## src/rtl/set_job_dispatcher.sv

```systemverilog
// Job dispatcher for the SET circle-counting engine.
// Buffers host jobs in a small FIFO, issues them to the engine one at a time,
// and returns each job's candidate count (or a timeout error) with its tag.
//
// Handshakes: a transfer happens on a rising clk edge where valid and ready
// are both 1. The producer holds valid and its payload stable until that edge.
// in_ready depends only on the registered FIFO count. out_valid is registered
// and does not depend on out_ready.
module set_job_dispatcher #(
  parameter int DEPTH   = 4,
  parameter int TAG_W   = 4,
  parameter int TIMEOUT = 1024
) (
  input  logic                     clk,
  input  logic                     rst,
  input  logic                     in_valid,
  output logic                     in_ready,
  input  logic [23:0]              in_central,
  input  logic [11:0]              in_radius,
  input  logic [1:0]               in_mode,
  input  logic [TAG_W-1:0]         in_tag,
  output logic                     set_en,
  output logic [23:0]              set_central,
  output logic [11:0]              set_radius,
  output logic [1:0]               set_mode,
  input  logic                     set_busy,
  input  logic                     set_valid,
  input  logic [7:0]               set_candidate,
  output logic                     out_valid,
  input  logic                     out_ready,
  output logic [TAG_W-1:0]         out_tag,
  output logic [7:0]               out_candidate,
  output logic                     out_err,
  output logic [$clog2(DEPTH):0]   fifo_count,
  output logic [1:0]               dbg_state
);

  localparam int AW  = $clog2(DEPTH);
  localparam int WDW = $clog2(TIMEOUT + 1);
  localparam logic [WDW-1:0] WD_LAST = WDW'(TIMEOUT - 1);
  localparam logic [AW:0]    FULL    = (AW + 1)'(DEPTH);

  typedef enum logic [1:0] {
    S_IDLE  = 2'd0,
    S_ISSUE = 2'd1,
    S_WAIT  = 2'd2,
    S_DONE  = 2'd3
  } state_t;

  state_t state;

  // Job storage, one array per field
  logic [23:0]      central_mem [DEPTH];
  logic [11:0]      radius_mem  [DEPTH];
  logic [1:0]       mode_mem    [DEPTH];
  logic [TAG_W-1:0] tag_mem     [DEPTH];

  logic [AW-1:0]    wr_ptr;
  logic [AW-1:0]    rd_ptr;
  logic [AW:0]      count;
  logic [WDW-1:0]   watchdog;
  logic [TAG_W-1:0] job_tag;
  logic             push;
  logic             pop;

  // Ready comes from the registered count only, so a same-cycle pop never
  // opens a full FIFO.
  assign in_ready   = (count != FULL);
  assign push       = in_valid && in_ready;
  assign pop        = (state == S_IDLE) && (count != '0) && !set_busy;
  assign fifo_count = count;
  assign dbg_state  = state;

  // Write the incoming job into the tail slot
  always_ff @(posedge clk) begin
    if (push) begin
      central_mem[wr_ptr] <= in_central;
      radius_mem[wr_ptr]  <= in_radius;
      mode_mem[wr_ptr]    <= in_mode;
      tag_mem[wr_ptr]     <= in_tag;
    end
  end

  // FIFO pointers and occupancy; pointers wrap naturally at DEPTH
  always_ff @(posedge clk or negedge rst) begin
    if (!rst) begin
      wr_ptr <= '0;
      rd_ptr <= '0;
      count  <= '0;
    end else begin
      if (push) wr_ptr <= wr_ptr + 1'b1;
      if (pop)  rd_ptr <= rd_ptr + 1'b1;
      case ({push, pop})
        2'b10:   count <= count + 1'b1;
        2'b01:   count <= count - 1'b1;
        default: count <= count;
      endcase
    end
  end

  // Issue/wait/return sequencer with registered engine and host outputs.
  // Operands are loaded only when a job leaves the FIFO, so they stay put
  // while the engine re-reads them.
  always_ff @(posedge clk or negedge rst) begin
    if (!rst) begin
      state         <= S_IDLE;
      watchdog      <= '0;
      set_en        <= 1'b0;
      set_central   <= '0;
      set_radius    <= '0;
      set_mode      <= '0;
      job_tag       <= '0;
      out_valid     <= 1'b0;
      out_tag       <= '0;
      out_candidate <= '0;
      out_err       <= 1'b0;
    end else begin
      case (state)
        S_IDLE: begin
          set_en <= 1'b0;
          if (pop) begin
            set_central <= central_mem[rd_ptr];
            set_radius  <= radius_mem[rd_ptr];
            set_mode    <= mode_mem[rd_ptr];
            job_tag     <= tag_mem[rd_ptr];
            set_en      <= 1'b1;
            state       <= S_ISSUE;
          end
        end
        S_ISSUE: begin
          set_en   <= 1'b0;
          watchdog <= '0;
          state    <= S_WAIT;
        end
        S_WAIT: begin
          set_en <= 1'b0;
          if (set_valid) begin
            out_candidate <= set_candidate;
            out_err       <= 1'b0;
            out_valid     <= 1'b1;
            out_tag       <= job_tag;
            state         <= S_DONE;
          end else if (watchdog == WD_LAST) begin
            out_candidate <= '0;
            out_err       <= 1'b1;
            out_valid     <= 1'b1;
            out_tag       <= job_tag;
            state         <= S_DONE;
          end else begin
            watchdog <= watchdog + 1'b1;
          end
        end
        S_DONE: begin
          set_en <= 1'b0;
          if (out_ready) begin
            out_valid <= 1'b0;
            state     <= S_IDLE;
          end
        end
        default: begin
          state <= S_IDLE;
        end
      endcase
    end
  end

endmodule
```

## config.mk

```make
export PLATFORM = sky130hd
export DESIGN_NAME = set_job_dispatcher
export DESIGN_NICKNAME = d
export VERILOG_FILES = /design/src/rtl/set_job_dispatcher.sv
export SDC_FILE = /design/constraint.sdc
export NUM_CORES = 1
export LEC_CHECK = 0
export CAP_MARGIN = 20
export CORE_AREA = 3 3 158 160
export CTS_CLUSTER_SIZE = 14
export DETAILED_ROUTE_END_ITERATION = 6
export DIE_AREA = 0 0 161 163
export SETUP_SLACK_MARGIN = 0.3
export SLEW_MARGIN = 30
export SYNTH_ARGS = -nofsm -noshare
export SYNTH_HDL_FRONTEND = slang
export SYNTH_SLANG_ARGS = --single-unit
```

## constraint.sdc

```tcl
create_clock -name clk -period 3.2 [get_ports clk]
set_input_delay 0.8 -clock clk [delete_from_list [all_inputs] [get_ports clk]]
set_output_delay 0.8 -clock clk [all_outputs]
set_load 0.005 [all_outputs]
```

# After elaboration in Yosys (flattened, before gate mapping)
# Memory sizes are Yosys's and may differ from the RTL's. A register that Yosys moved wholly into a read port is not among the register bits.
# Index checks and enable logic that the tools add are counted.
# word_totals
ff_bits	35
ram_bits	168
input_bits	56
output_inout_bits	59
wordCells	73
n_memories	4
# op_classes
n_addsub	5
eq_ne	12
mux	22
reduce_logical	20
# mem_list
name	depth	word_bits	rd	rd_clocked_by_memory_dff	wr	line_no	text
central_mem	4	24	1	1	1	53	logic [23:0] central_mem [DEPTH];
radius_mem	4	12	1	1	1	54	logic [11:0] radius_mem [DEPTH];
tag_mem	4	4	1	1	1	56	logic [TAG_W-1:0] tag_mem [DEPTH];
mode_mem	4	2	1	1	1	55	logic [1:0] mode_mem [DEPTH];
# ops
operator	n
$mux 11	2
$pmux 11 s2	1
$mux 8	2
$add 11x1->11 const B	1
$eq 11x10->1 const B	1
$reduce_and 3->1	3
$mux 2	4
$mux 4	2
$ne 2x2->1 const B	4
$pmux 2 s4	1
$reduce_bool 2->1	4
$mux 1	7
$eq 2x2->1 const B	3
$ne 3x3->1 const B	2
$pmux 3 s2	1
$logic_not 1->1	5
$add 2x1->2 const B	2
$eq 2x1->1 const B	2
$pmux 1 s2	2
$reduce_and 2->1	2
$add 3x1->3 const B	1
$logic_and 1x1->1	3
$reduce_bool 3->1	1
$reduce_or 3->1	1
2 further kinds	2

# Depth between registers and ports, before layout
# Gate-level depths: netlist (run 1).
# logic_depth
ltp_word	5
depth_mapped	11
mapped_depth_nobuf	10

# Least setup slack after synthesis (run 1)
# No wires, ideal clock.
# synth_timing
path_kind	input to register
start	input set_busy
end	register count[2] (netlist: fifo_count[2])
setup_ns	0.079
arrival_time_ns	2.377
required_ns	3.121
setup_slack_ns	0.744
path_stages	9
path_buffers	2
path_cell_list	nor3b_1 > buf_2 > buf_2 > ha_1 > inv_1 > fa_1 > xor2_1 > nor2_1 > xor2_1
# synth_between
elab_chain_len	4
word_cells_on_any_way	6
classes_between	2 x eq/ne; 1 x mux; 3 x reduce/logical
# synth_rtl
item	line_no	text
start: declaration	26	input logic set_busy,
$logic_not 1->1 (*)	70	assign pop = (state == S_IDLE) && (count != '0) && !set_busy;
$logic_and 1x1->1 (*)	70	
named net pop	64	logic pop;
$eq 2x1->1 / $eq 2x2->1 (equally long branches)	93	case ({push, pop})
$pmux 3 s2 / $reduce_bool 2->1 (equally long branches)	n/a	
end signal: assignment	94	2'b10: count <= count + 1'b1;
end signal: assignment	95	2'b01: count <= count - 1'b1;
end signal: assignment	96	default: count <= count;
end: declaration	60	logic [AW:0] count;
# Mark *: on every way through the listed nets, which the timed path passes. The rest lies on a longest branch.
# A chain may end at the register's enable or synchronous reset.

# Worst setup path after layout (run 1)
# layout_timing
start	register count[0] (netlist: fifo_count[0])
end	output in_ready
# layout_between
elab_chain_len	1
# layout_rtl
item	line_no	text
$ne 3x3->1	68	assign in_ready = (count != FULL);
end: declaration	17	output logic in_ready,
# No other way between the ends.

==> impl_results.md, run 1 <==
- GR Util All Layers: 0.144
- Initial antenna violation count: 0
- Layout cells sized above 1: 0.249
- Post-Layout Cell Count: 946
- Final Slew Violations: 0
- Setup Crit Path Kind: flop to output pin
- GPL Wtd Cong: approximately 0.75
- Clk buf depth: 3
- CTS root buffer: clkbuf_16
- Post-synthesis sequential area ratio: 0.743
- RSZ-0062 raised after global routing: no
- #FFs+latches synth: between 200 and 250
- Final instance area: about 0.012 sq mm
- Crit path capture type: output pin
- Core Region: 0.0235 sq mm
- LEAKAGE: 4.25 nW
- Post-Syn Instances: around 470
- IO Pins: between 100 and 150
- Max Clock Freq: between 0.3 and 0.4 GHz
- Worst Path Required: between 2000 and 2500 ps
- Drt initial violations: 279
- Largest net degree at the start of global routing: 46
- Via Count: between 4000 and 5000
- H-tree depth: 1
- DIE AREA: 0.0262 sq mm
- P&R area growth vs syn: 26.0%
- Clk_lat worst skew: about 520 ps
- Fin. Hold Viols: 0
- Setup Skew: about 14 ps
- Syn Area/Cell: between 15 and 20 sq um
- Routed wire length: between 15 and 20 mm
- Dpl cells: between 800 and 900
- First-pass DRT Iterations: 4
- Drt wl/cell: between 15 and 20 microns
- Async SR Flop Fraction: 0.314
- Synth warn: 0
- Crit path arrival time: between 1500 and 2000 ps
- Max incr delay on CP: around 570 ps
- Dpl cell area: 0.0110 sq mm
- Worst Hold Class: primary input to async pin
- Power per Cell Area: 920 mW/mm^2
- Slew Limit Headroom: 0.533
- Setup bufs post-CTS: 0
- Buffer and inverter count on the worst path: 2
- Num CTS Buffers: 26
- Final Cycle Share: 0.811
- Die X: around 160 microns
- Post-layout util: 0.502
- Max cap viols: 0
- Worst-path clk slew: ~60 ps
- # rows: 56
- Worst vdd ir: between 0.7 and 0.8 mV
- Antenna cells: 0
- Vias per cell: between 4 and 5
- Most area-consuming cells after synthesis: edfxtp_1, dfrtp_1, mux4_2, mux2_2, ha_1
- Clock Sinks: ~250
- PnR Total Power: 0.0109 W
- Tmin final: approximately 2600 ps
- Slowest cell on the critical path: clkdlybuf4s50_1
- Final nets: roughly 680
- Grt total ovfl: 0
- Starting density of the core: 0.398
- Cell variety after synth: between 40 and 50
- Post-Syn Area: ~0.0094 sq mm
- Worst-path cell chain: inv_1, nand3_1, clkdlybuf4s50_1
- Hpwl dp: between 10 and 15 mm
- CP top delay family: buffers and inverters
- Fin Setup TNS: 0 ps
- TritonCTS clock tree: built
- Synthesized Nets: around 540
- DRC viols: 0
- Hold buffers post-CTS: 0
- CP Launch Type: flop
- Critical path peak fanout: 6
- First-pass GRT wire length: around 29 mm
- # setup viols final: 0
- Actual slew at the worst max-slew pin: 700 ps
- Top-area cell type share of the netlist area: 0.538
- EDFF count, synth: 168
- Die Ht: 163 microns
- Port Buffers: 114
- ANT nets after route: 0
- Vias in the first global route: between 5000 and 6000
- Top_reg_cell synth: edfxtp_1
- Outcome: complete, no violations
- Yosys top cell by area: edfxtp_1
- Post-CTS Resized: 0
## area by class of cell
type	instances	area (sq um)
Multi-Input combinational cell	196	2280
Clock buffer	35	724
Tap cell	319	399
Fill cell	1975	11700
Sequential cell	245	6980
Inverter	10	37.5
Clock inverter	13	128
Timing Repair Buffer	128	1270
## cell families after synthesis
kind of cell,synth area share
adder cells (fa/ha/maj),0.0168
AND/OR/NAND/NOR,0.0337
XOR/XNOR,0.00560
flip-flops,0.743
buffers and inverters,0.0144
AO/OA/AOI/OAI,0.0264
multiplexers,0.160
## layout by cell type (no fill, tap or decap), types with 3 or more instances in the layout
master             n
a22o_1             8
clkbuf_1           5
or3_1              3
clkinv_2           4
clkbuf_16         26
buf_4             13
mux4_2            42
a21oi_1            5
and2_1             3
a31oi_1            3
ha_1              11
xnor2_1            3
o21ai_0            3
inv_1             10
xor2_1             3
clkdlybuf4s50_1  113
clkinv_1           4
clkbuf_8           4
nand3_1           14
mux2_2            46
edfxtp_1         168
nor3_1             3
nand2_1           14
and3_2             4
dfrtp_1           75
## worst paths after layout
kind,start,endpoint,slack (ps),depth (start not counted)
worst max-delay path,fifo_count[0]$_DFFE_PN0P_,in_ready,600,3
worst min-delay path,rst,out_candidate[2]$_DFFE_PN0P_,300,1
worst max register to register,fifo_count[0]$_DFFE_PN0P_,fifo_count[2]$_DFFE_PN0P_,1050,10
worst min register to register,out_tag[1]$_DFFE_PN0P_,out_tag[1]$_DFFE_PN0P_,500,1
max in group asynchronous,rst,job_tag[0]$_DFFE_PN0P_,2250,2
min in group clk,out_tag[1]$_DFFE_PN0P_,out_tag[1]$_DFFE_PN0P_,500,1
## through the flow
stage | hold WS [ps] | setup WS [ps]
after global routing | 338 | 471
after global placement | 483 | 522
after floorplan | 474 | 744
after detailed placement | 495 | 523
after CTS | 315 | 557
final | 302 | 604
## worst register-to-register path: cells and delay by family (launching register included)
family / cells / cell delay, ps
simple gates: 3 / 580
fa+ha+maj: 2 / 540
flops: 1 / 420
xor+xnor: 2 / 300
buf+inv: 3 / 250
## cell usage after synthesis, types with 2 or more instances
master / number
a21oi_1: 5
a22o_1: 8
a22oi_1: 2
a31oi_1: 3
and2_1: 3
and3_1: 5
buf_2: 11
clkbuf_1: 7
dfrtp_1: 77
edfxtp_1: 168
ha_1: 11
inv_1: 10
mux2_2: 46
mux4_2: 42
nand2_1: 14
nand2b_1: 2
nand3_1: 14
nor2_1: 2
nor2b_1: 2
nor3_1: 3
nor3_2: 2
o21a_1: 2
o21ai_0: 3
or3_1: 3
xnor2_1: 3
xor2_1: 3
## power by group
group / leakage (nW) / switching [W] / internal (W) / total (W)
registers: 2.48 / 0.000560 / 0.00432 / 0.00488
clock network: 0.417 / 0.00117 / 0.00175 / 0.00292
logic: 1.35 / 0.00122 / 0.00185 / 0.00307
total: 4.25 / 0.00295 / 0.00792 / 0.0109
## flip-flops by register name, indices dropped and copies added, names as in the netlist
signal / count
central_mem: 96
radius_mem: 48
set_central: 24
tag_mem: 16
set_radius: 12
watchdog: 11
mode_mem: 8
out_candidate: 8
job_tag: 4
out_tag: 4
fifo_count: 3
dbg_state: 2
rd_ptr: 2
set_mode: 2
wr_ptr: 2
out_err: 1
out_valid: 1
set_en: 1
## routing by layer
metal / track usage / part of all wire / up-vias / wire length, microns
met5: 0 / 0 / - / 0
met4: 0.0282 / 0.014 / 0 / 268
met3: 0.0364 / 0.062 / 23 / 1160
met2: 0.248 / 0.50 / 123 / 9280
met1: 0.187 / 0.42 / 2430 / 7910
li1: - / - / 2141 / -
Power figures use the tool's default switching activity.
==> run 2, diff against run 1 <==
==> constraint.sdc (replaced) <==
create_clock -name clk -period 2.4 [get_ports clk]
set_input_delay 0.6 -clock clk [delete_from_list [all_inputs] [get_ports clk]]
set_output_delay 0.6 -clock clk [all_outputs]
set_load 0.005 [all_outputs]
==> impl_results.md, run 2 (synthesized netlist as in run 1, its figures left out) <==
- Outcome: complete, no violations (unchanged)
- Hpwl dp: 11.2 mm (was 11.6 mm)
- Setup Skew: 22.0 ps (was 13.8 ps)
- GPL Wtd Cong: 0.771 (was 0.750)
- LEAKAGE: 4.34 nW (was 4.25 nW)
- TritonCTS clock tree: built (unchanged)
- RSZ-0062 raised after global routing: yes (was no)
- First-pass DRT Iterations: 4 (unchanged)
- CTS root buffer: clkbuf_16 (unchanged)
- Num CTS Buffers: 26 (unchanged)
- Buffer and inverter count on the worst path: 1 (was 2)
- Starting density of the core: 0.398 (unchanged)
- Drt initial violations: 220 (was 279)
- Antenna cells: 0 (unchanged)
- Post-Layout Cell Count: 954 (was 946)
- Hold buffers post-CTS: 0 (unchanged)
- DRC viols: 0 (unchanged)
- Die Ht: 163 microns (unchanged)
- Worst Path Required: 1800 ps (was 2400 ps)
- Fin Setup TNS: 0 ps (unchanged)
- R2R depth: 9 (was 10)
- P&R area growth vs syn: 27.8% (was 26.0%)
- FILL cells: 1962 (was 1975)
- H-tree depth: 1 (unchanged)
- # rows: 56 (unchanged)
- Via Count: 4815 (was 4717)
- Slowest cell on the critical path: clkdlybuf4s50_1 (unchanged)
- Worst R2R End: fifo_count[2]$_DFFE_PN0P_ (unchanged)
- Final Cycle Share: 0.851
- Clk_lat worst skew: 530 ps (was 520 ps)
- FF-to-FF setup slack: 440 ps (was 1050 ps)
- CP Launch Type: flop (unchanged)
- Top Registers: central_mem: 96 flops, radius_mem: 48 flops, set_central: 24 flops (unchanged)
- Slew Limit Headroom: 0.556 (was 0.533)
- Final Slew Violations: 0 (unchanged)
- Most frequent cells in the layout: edfxtp_1, clkdlybuf4s50_1, dfrtp_1 (unchanged)
- Worst-path clk slew: 60 ps (about the same)
- Worst vdd ir: 0.671 mV (was 0.723 mV)
- GR Util All Layers: 0.144 (about the same)
- Power per Cell Area: 1230 mW/mm^2 (was 920 mW/mm^2)
- Grt total ovfl: 0 (unchanged)
- Reg with most FFs: central_mem (unchanged)
- Fin. Hold Viols: 0 (unchanged)
- Hold WS: 128 ps (was 302 ps)
- Worst Hold Class: primary input to async pin (unchanged)
- First-pass GRT wire length: 29.6 mm (was 29.4 mm)
- Largest net degree at the start of global routing: 49 (was 46)
- Drt wl/cell: 19.5 microns (was 19.7 microns)
- Critical path peak fanout: 4 (was 6)
- Max reg flops: 96 (unchanged)
- Die X: 161 microns (unchanged)
- Crit path arrival time: 1440 ps (was 1800 ps)
- ANT nets after route: 0 (unchanged)
- Setup Crit Path Kind: flop to output pin (unchanged)
- Vias in the first global route: 5263 (was 5151)
- # setup viols final: 0 (unchanged)
- Initial antenna violation count: 0 (unchanged)
- IO Pins: 115 (unchanged)
- Placement Setup Slack: 10.9 ps (was 523 ps)
- Max cap viols: 0 (unchanged)
- Worst-path cell chain: clkdlybuf4s50_1 (was inv_1, nand3_1, clkdlybuf4s50_1)
- Layout cells sized above 1: 0.274 (was 0.249)
- Crit path capture type: output pin (unchanged)
- Max Clock Freq: between 0.4 and 0.5 GHz
- Max incr delay on CP: 520 ps (was 570 ps)
- Clk buf depth: 3 (unchanged)
- Routed wire length: 18.6 mm (about the same)
- CP top delay family: buffers and inverters (unchanged)
- Port Buffers: 114 (unchanged)
- Actual slew at the worst max-slew pin: 666 ps (was 700 ps)
- Commonest non-fill, non-tap cell in the layout: edfxtp_1 (unchanged)
- DIE AREA: 0.0262 sq mm (unchanged)
- Clock Sinks: 245 (unchanged)
- Vias per cell: 5.05 (was 4.99)
- Final nets: 683 (was 675)
- PnR worst setup slack: 357 ps (was 604 ps)
- Core Region: 0.0235 sq mm (unchanged)
- FF-to-FF Start: dbg_state[0]$_DFFE_PN0P_ (was fifo_count[0]$_DFFE_PN0P_)
- Tmin final: just over 2000 ps
- Dpl cells: 901 (was 898)
- Cell depth of the worst setup path: 1 (was 3)
==> run 2: layer usage <==
metal / up-vias / global-route usage / routed length (microns) / share of wire
met5: - / 0 / 0 / 0
met3: 29 / 0.0348 / 1010 / 0.054
li1: 2164 / - / - / -
met1: 2508 / 0.186 / 7980 / 0.43
met2: 114 / 0.248 / 9250 / 0.50
met4: 0 / 0.0352 / 396 / 0.021
==> run 2: power by group <==
group          leakage [nW]  total [W]  switching [W]  internal [W]
clock                 0.422    0.00385        0.00154       0.00231
sequential             2.48    0.00645       0.000685       0.00576
combinational          1.44    0.00440        0.00176       0.00264
total                  4.34     0.0147        0.00398        0.0107
==> run 2: how the worst max path moves through the flow <==
stage                               from                        end  slack, ps
3_5_place_dp                    set_busy  fifo_count[2]$_DFFE_PN0P_         10
5_1_grt        fifo_count[0]$_DFFE_PN0P_                   in_ready        260
6_report       fifo_count[1]$_DFFE_PN0P_              fifo_count[1]        360
2_1_floorplan   dbg_state[0]$_DFFE_PN0P_  fifo_count[2]$_DFFE_PN0P_        310
3_3_place_gp                    set_busy  fifo_count[2]$_DFFE_PN0P_          7
4_1_cts        fifo_count[1]$_DFFE_PN0P_                   in_ready        280
==> run 2: area by class of cell <==
cell class / instances / area, sq um / share of cell area
sequential: 245 / 6980 / 0.582
inverter: 10 / 37.5 / 0.00313
timing repair buffer: 136 / 1410 / 0.117
clock buffer: 37 / 762 / 0.0635
clock inverter: 11 / 86.3 / 0.00720
multi-input combinational: 196 / 2320 / 0.194
tap: 319 / 399 / 0.0333
==> run 2: repair_timing <==
action / CTS / global route
setup buffers: 0 / 5
cloned: 0 / 0
resized for setup: 4 / 4
hold endpoints to repair: 0 / 0
setup endpoints to repair: 2 / 8
pin swaps: 0 / 1
==> run 2: per-stage QoR <==
stage	instance area [sq um]	utilization	total power (W)
finish	12000	0.509	0.0147
global route	12000	0.509	0.0155
CTS	11900	0.507	0.0149
detailed placement	11100	0.471	0.0110
global placement	11100	0.471	0.0108
floorplan	9420	-	0.00879
==> edit 1 (flow settings as in run 1) <==
Register the input `in_mode` before use, with the module's reset. The logic sees it one clock later. The other inputs are not delayed to match.
--- a/src/rtl/set_job_dispatcher.sv
+++ b/src/rtl/set_job_dispatcher.sv
@@ -47,6 +47,16 @@
     S_DONE  = 2'd3
   } state_t;
 
+  logic [1:0] in_mode_q;
+
+  always_ff @(posedge clk or negedge rst) begin
+    if (!rst) begin
+      in_mode_q <= '0;
+    end else begin
+      in_mode_q <= in_mode;
+    end
+  end
+
   state_t state;
 
   // Job storage, one array per field
@@ -76,7 +86,7 @@
     if (push) begin
       central_mem[wr_ptr] <= in_central;
       radius_mem[wr_ptr]  <= in_radius;
-      mode_mem[wr_ptr]    <= in_mode;
+      mode_mem[wr_ptr]    <= in_mode_q;
       tag_mem[wr_ptr]     <= in_tag;
     end
   end
Function: changed (Yosys sat finds a counterexample within 4 cycles, from zero or initial values and one cycle with rst low).
==> edit 1 against run 1 <==
Cell area grew 0.78%. Worst setup slack gained 0.025 ns. Non-clock buffer count shrank 3. Sequential share of layout area is essentially flat. Total power grew 0.16%. Area after synthesis grew 1.1%. Sequential cell count grew 2. Routed wire length grew 0.36%. Clock skew shrank 0.0017 ns. Critical endpoint unchanged. Largest cell class unchanged. Largest power group unchanged.
==> edit 1: results (changes against run 1) <==
| Metric | Value |
|---|---|
| Compound-cell area share of the yosys netlist | 3.03% (was 2.64%) |
| Fillers | 1967 (was 1975) |
| Proportion of layout cells with a drive suffix above 1 | 23.4% (was 24.9%) |
| Initial antenna violation count | 1 (was 0) |
| DP Area | 11100 um2 (was 11000 um2) |
| Synth Area in Adders | 1.53% (was 1.68%) |
| Post-synth cell types | 49 (was 46) |
| Vias/cell | 5.08 (was 4.99) |
| DP Wirelength | 11400 um (was 11600 um) |
| Routability cong. | 0.789 (was 0.750) |
| First DRT Iteration DRCs | 253 (was 279) |
| M1 wire length | 7890 um (was 7910 um) |
| Status | finished clean (unchanged) |
| Vias in the first global route | 5293 (was 5151) |
| GRT Overall Usage | 14.3% (was 14.4%) |
| Uppermost routed layer | met5 (was met4) |
| FFs w/ async S/R, synth | 32.0% (was 31.4%) |
| Final WL | 18700 um (was 18600 um) |
| Synth cell count leaders | 168 x edfxtp_1, 79 x dfrtp_1, 45 x mux2_2, 42 x mux4_2, 15 x nand2_1 (was 168 x edfxtp_1, 77 x dfrtp_1, 46 x mux2_2, 42 x mux4_2) |
| Total CTS buffers | 27 (was 26) |
| Slew headroom | 53.0% (was 53.3%) |
| P_int | 7890 uW (was 7920 uW) |
| Synth top area cells | edfxtp_1 53%, dfrtp_1 21%, mux4_2 10% (was edfxtp_1 54%, dfrtp_1 21%, mux4_2 10%) |
| Mux share of post-synthesis cell area | 15.8% (was 16.0%) |
| Slowest Stage Delay on Critical Path | 0.55 ns (was 0.57 ns) |
-- edit 1: cell types whose count changed after synthesis, moves of 3 or more --
cell	change
or3_1	-3
nor3b_1	+3
nor4_1	+4
nand3_1	-8
o22ai_1	+4
nor2_1	+4
-- edit 1: power groups by stage --
stage | Clock (uW) | Sequential [uW] | Combinational (uW)
after floorplan | 0 | 4740 | 1970
after global placement | 0 | 4940 | 3220
after detailed placement | 0 | 4990 | 3280
after CTS | 2850 | 4930 | 3300
after global routing | 3000 | 5030 | 3500
final | 2760 | 4910 | 3220
-- edit 1: per-stage QoR --
| step | hold WS, ns | setup WS [ns] | utilization, % | std cells |
|---|---|---|---|---|
| finish | 0.292 | 0.629 | 50.6 | 956 |
| global route | 0.310 | 0.533 | 50.6 | 955 |
| CTS | 0.302 | 0.591 | 50.6 | 955 |
| detailed placement | 0.478 | 0.509 | 47.2 | 905 |
| global placement | 0.465 | 0.503 | 47.2 | 905 |
| floorplan | 0.455 | 0.621 | - | 481 |
-- edit 1: worst paths after layout --
path,from,end,slack [ns],cells after the start
setup / recovery,fifo_count[0],in_ready,0.63,3
min in group clk,in_mode_q[1],mode_mem[0][1],0.49,0
hold / removal,rst,set_radius[4],0.29,1
setup reg to reg,fifo_count[0],fifo_count[2],1.01,10
max in group asynchronous,rst,out_candidate[2],2.26,2
hold reg to reg,in_mode_q[1],mode_mem[0][1],0.49,0
-- edit 1: cell type report --
class	instances	area [um2]	share of cell area (%)
well taps	319	399	3.35
clock inverters	10	55.1	0.462
flip-flops and latches	247	7030	59.0
inverters	10	37.5	0.315
diodes	1	2.50	0.0210
clock buffers	40	744	6.25
repair buffers	125	1310	11.0
multi-input cells	204	2340	19.6
==> edit 2 (config.mk and constraints of run 1) <==
Made on the original files. The parameter `TAG_W` goes from 4 to 5.
--- a/src/rtl/set_job_dispatcher.sv
+++ b/src/rtl/set_job_dispatcher.sv
@@ -8,7 +8,7 @@
 // and does not depend on out_ready.
 module set_job_dispatcher #(
   parameter int DEPTH   = 4,
-  parameter int TAG_W   = 4,
+  parameter int TAG_W   = 5,
   parameter int TIMEOUT = 1024
 ) (
   input  logic                     clk,
Interface: changed (resized in_tag and out_tag); port bits go from 115 to 117. The function was not compared with the original's and may differ.
==> edit 2 against run 1 <==
Cell area grew 2.2%. Die area did not move. Via count up 1.3%. Clock power increased by 7%. Area after synthesis grew 1.9%. First-iteration DRC count fell by 18%. Worst setup slack improved by 0.024 ns. Final cell count rose by 0.42%. Total power grew 3.0%. Sequential cell count grew 6. Combinational power grew 2%. Routed wire length down 0.73%.
==> edit 2: results (changes against run 1) <==
| Metric | Value |
|---|---|
| Synth Area in Adders | 1.65% (was 1.68%) |
| Clock Skew | 0.00939 ns (was 0.0138 ns) |
| LEAKAGE | 0.00433 uW (was 0.00425 uW) |
| Synth Area in XOR/XNOR | 0.550% (was 0.560%) |
| Compound-cell area share of the yosys netlist | 2.17% (was 2.64%) |
| Max VDD drop | 0.426 mV (was 0.723 mV) |
| PwrDens | 927 nW/um2 (was 920 nW/um2) |
| DP Area | 11200 um2 (was 11000 um2) |
| Sequential area share after synthesis | 74.7% (was 74.3%) |
| Final WL | 18500 um (was 18600 um) |
| Measured slew at the worst slew-check pin | 0.740 ns (was 0.700 ns) |
| Slowest Stage Delay on Critical Path | 0.55 ns (was 0.57 ns) |
| First-pass GRT wire length | 29700 um (was 29400 um) |
| Final Non-Filler Cells | 950 (was 946) |
| GRT Overall Usage | 14.4% (about the same) |
| Flop+latch power | 4970 uW (was 4880 uW) |
| # placed instances | 900 (was 898) |
| Status | finished clean (unchanged) |
| Data arrival time of the critical path | 1.77 ns (was 1.80 ns) |
| Post-synth cell types | 42 (was 46) |
| Worst slack at placement | 0.494 ns (was 0.523 ns) |
| Synth top area cells | edfxtp_1 54%, dfrtp_1 21%, mux4_2 10% (unchanged) |
| Total CTS buffers | 27 (was 26) |
| Fillers | 1940 (was 1975) |
| Proportion of layout cells with a drive suffix above 1 | 24.6% (was 24.9%) |
| FFs w/ async S/R, synth | 31.5% (was 31.4%) |
| Port bufs | 116 (was 114) |
| Mux share of post-synthesis cell area | 16.6% (was 16.0%) |
| Final core utilization | 51.3% (was 50.2%) |
| Combinational share of power | 27.9% (was 28.3%) |
| Nets | 679 (was 675) |
| Number of synthesized flops with an enable pin | 172 (was 168) |
edit 2: layout make-up:
type	instances	share of cell area, %
Clock buffer	38	6.43
Tap cell	319	3.31
Multi-Input combinational cell	188	18.7
Sequential cell	251	59.2
Inverter	13	0.404
Timing Repair Buffer	129	10.8
Clock inverter	12	1.13
edit 2: final timing paths:
| check | from | to | slack, ns |
|---|---|---|---|
| setup / recovery | fifo_count[0] | in_ready | 0.63 |
| hold / removal | rst | out_tag[0] | 0.31 |
| setup reg to reg | fifo_count[0] | fifo_count[2] | 1.03 |
| hold reg to reg | watchdog[9] | watchdog[9] | 0.50 |
| max in group asynchronous | rst | out_candidate[2] | 2.26 |
| min in group clk | watchdog[9] | watchdog[9] | 0.50 |
edit 2: metal layers:
| layer | wire length [um] | share of wire (%) | GRT usage, % |
|---|---|---|---|
| met3 | 816 | 4.4 | 2.82 |
| met1 | 7870 | 43 | 18.6 |
| met4 | 417 | 2.3 | 3.75 |
| met2 | 9370 | 51 | 25.2 |
| met5 | 0 | 0 | 0 |
